===== config.mk =====
export PLATFORM = sky130hd
export DESIGN_NAME = counter
export DESIGN_NICKNAME = d
export VERILOG_FILES = /design/src/rtl/counter.sv
export SDC_FILE = /design/constraint.sdc
export NUM_CORES = 1
export LEC_CHECK = 0
export ABC_AREA = 1
export CORE_AREA = 2 2 39 41
export CTS_BUF_LIST = sky130_fd_sc_hd__clkbuf_4
export DETAILED_ROUTE_END_ITERATION = 8
export DIE_AREA = 0 0 41 43
export DONT_BUFFER_PORTS = 1
export PLACE_DENSITY = 0.31
export SYNTH_ARGS = -nofsm -noshare
export SYNTH_HDL_FRONTEND = slang
export SYNTH_SLANG_ARGS = --single-unit

===== constraint.sdc =====
create_clock -name CLK -period 1.37 [get_ports CLK]
set_clock_uncertainty 0.2 [all_clocks]
set_input_delay 0.411 -clock CLK [delete_from_list [all_inputs] [get_ports CLK]]
set_output_delay 0.411 -clock CLK [all_outputs]
set_load 0.01 [all_outputs]

===== src/rtl/counter.sv =====
// Free-running up-counter with count enable and one-cycle wrap flag.
// count, overflow (and parity when built with COUNTER_PARITY_EN) are registered outputs.
// Optional feature macro: COUNTER_PARITY_EN adds a registered parity output equal to ^count.
module counter #(
   parameter int unsigned bits = 4
) (
   input  logic            CLK,
   input  logic            reset,
   input  logic            enable,
   output logic [bits-1:0] count,
`ifdef COUNTER_PARITY_EN
   output logic            parity,
`endif
   output logic            overflow
);

   localparam logic [bits-1:0] LP_ONE = bits'(1);

   logic [bits-1:0] r_count;
   logic            r_overflow;
   logic [bits-1:0] w_count_d;
   logic            w_overflow_d;
   logic            w_at_max;

   // Next-state: increment modulo 2**bits; carry is dropped and only reported via overflow.
   always_comb begin
      w_at_max     = &r_count;
      w_count_d    = r_count;
      w_overflow_d = 1'b0;
      if (enable) begin
         w_count_d    = r_count + LP_ONE;
         w_overflow_d = w_at_max;
      end
   end

   // State registers with asynchronous active-low clear.
   always_ff @(posedge CLK or negedge reset) begin
      if (!reset) begin
         r_count    <= '0;
         r_overflow <= 1'b0;
      end else begin
         r_count    <= w_count_d;
         r_overflow <= w_overflow_d;
      end
   end

`ifdef COUNTER_PARITY_EN
   logic r_parity;
   logic w_parity_d;

   // Parity tracks the next count so it lands on the same edge as count.
   always_comb begin
      w_parity_d = ^w_count_d;
   end

   // Parity register, cleared with the counter.
   always_ff @(posedge CLK or negedge reset) begin
      if (!reset) begin
         r_parity <= 1'b0;
      end else begin
         r_parity <= w_parity_d;
      end
   end

   assign parity = r_parity;
`endif

   assign count    = r_count;
   assign overflow = r_overflow;

endmodule


==> summary.txt <==
CP max stage cell = dfrtp_1
Arr. time, crit path = 0.76 ns
Die width = 41 microns
Final slew viol count = 0
Worst vdd ir = 751 uV
Critical Path RT = 0.76 ns
Crit end category = output port
Fmax = 730 MHz
Final Setup Violations = 1
Failing checks = negative setup slack
Crit path kind = flop to output port
DRT Pass-1 Iters = 1
GPL Wtd Cong = 0.647
Die area = 1760 sq um
PwrDens = 2360 nW/um^2
H-tree Lvls = 1
Max FO, Critical Path = 3
FF+latch area = 125 sq um
Worst path top cell family by delay = flip-flops
Seq cells post-synth = 5
DP HPWL = 319 microns
Measured slew at the worst slew-check pin = 0.238 ns
Synth cell types = 10
Final hold vios = 0
Largest net degree at the start of global routing = 6
Fill count = 152
Synth area leaders = dfrtp_1, nand2_1, xor2_1
Synth top area share = 0.575
First-pass GRT wire length = 793 microns
Die Ht = 43 microns
Crit-path max cell delay = 0.38 ns
Final setup margin = -0.000136 ns
Core Area = 1380 sq um
Placed cell area = 245 sq um
DRT antenna net count = 0
Post-Syn Nets = 25
Register clock-pin slew on the reported worst setup and hold paths = 0.04 ns
Outcome = complete, but fails checks
CTS tree = yes
Multi-input logic area = 81.3 sq um
Clk pwr share = 0.278
CTS root buf = clkbuf_4
Tot Pwr = 701 uW
Via count = 163
GR Overflow Total = 0
Final worst-path cycle share = 1.00
Switching power share of the total = 0.355
Most frequent cells in the layout = nand2_1, dfrtp_1, clkbuf_4, inv_1, xor2_1
Reg-to-reg slack, setup = 0.08 ns
Syn Std Cell Area = 218 sq um
Vias in the first global route = 189
Gate power share = 0.305
Period minus WS final = 1.37 ns
Synth warn = 0
Crit-path cells = buf_6
CTS max path bufs = 2
Mapped Cells = 21
Top Ports = 8
Max cap viols = 0
Syn avg cell area = 10.4 sq um
Port Buffers = 0
Fin Hold WS = 0.0444 ns
DR vias/cell = 3.70
Post-synthesis sequential area ratio = 0.575
Yosys top cell by area = dfrtp_1
CP Launch Type = flop
# diodes = 0
Flop pwr share = 0.417
Dpl ws = 0.137 ns
Worst skew pair latency = 0.25 ns
Clock buffer count from CTS = 3
Buf/Inv on CP = 1
WL per Instance = 9.98 microns
Residual DRC = 0
Util after Layout = 0.214
Synth-to-Final Area Change = 36.2%
Slew margin rel. = 0.841
NetSw = 249 uW
GRT Util Overall = 0.0826
Routed wire length = 439 microns
Leak = 0.000143 uW
1st-iter DRT viols = 0
Internal power = 452 uW
RSZ-0062 raised after global routing = yes
Layout cells sized above 1 = 0.286
# nets final = 33
Initial antenna violation count = 0
Row cnt = 14
Clock Sinks = 5
Final Instance Area = 297 sq um
Hold Crit Class = primary input to flop
Initial core utilization = 0.157
state kept, by name, summed over array words and instances (netlist names):
register  count
count         4
overflow      1
worst paths after layout:
check | from | endpoint | cells after the start
worst max-delay path | count[0]$_DFFE_PN0P_ | count[0] | 1
min in group asynchronous | reset | count[3]$_DFFE_PN0P_ | 1
worst min register to register | count[0]$_DFFE_PN0P_ | count[0]$_DFFE_PN0P_ | 2
worst max register to register | count[0]$_DFFE_PN0P_ | count[2]$_DFFE_PN0P_ | 5
worst min-delay path | enable | count[0]$_DFFE_PN0P_ | 1
max in group asynchronous | reset | overflow$_DFF_PN0_ | 1
kinds of logic after synthesis:
family,share of synthesized area
compound gates,0.0459
fa+ha+maj,0.0575
flops,0.575
buf+inv,0.0517
xor+xnor,0.0805
simple gates,0.190
area by class of cell:
class,instances,share of cell area
clock buffer,4,0.101
tap,16,0.0675
inverter,3,0.0380
multi-input combinational,13,0.274
sequential,5,0.422
timing repair buffer,3,0.0970
per-layer routing:
| layer | GRT usage | vias up | share of wire |
|---|---|---|---|
| met5 | 0 | - | 0 |
| met3 | 0.105 | 5 | 0.17 |
| met2 | 0.0969 | 9 | 0.46 |
| met1 | 0.0617 | 71 | 0.31 |
| li1 | - | 78 | - |
| met4 | 0.0800 | 0 | 0.052 |
stage by stage:
| stage | instances | TNS (ns) |
|---|---|---|
| detailed placement | 38 | 0 |
| floorplan | 21 | 0 |
| global route | 44 | -0.0494 |
| CTS | 44 | -0.00846 |
| global placement | 38 | 0 |
| finish | 44 | -0.000136 |
synthesized netlist by cell type (all sizes together):
library cell,number
inv,3
o21ai,2
ha,1
nor3b,1
xor2,2
dfrtp,5
nand2,6
nor2,1
power by group through the flow:
stage	Sequential (uW)	Combinational, uW	Clock, uW
2_1_floorplan	296	116	0
3_3_place_gp	297	175	0
3_5_place_dp	299	178	0
4_1_cts	296	217	202
5_1_grt	306	249	228
6_report	292	213	195
timing repair:
item / CTS / global route
endpoints found under the setup margin: 1 / 1
setup buffers: 1 / 0
gates resized for setup: 1 / 0
hold buffers: 1 / 0
hold endpoints to repair: 5 / 0
No activity file was read; power rests on OpenSTA's default activity.
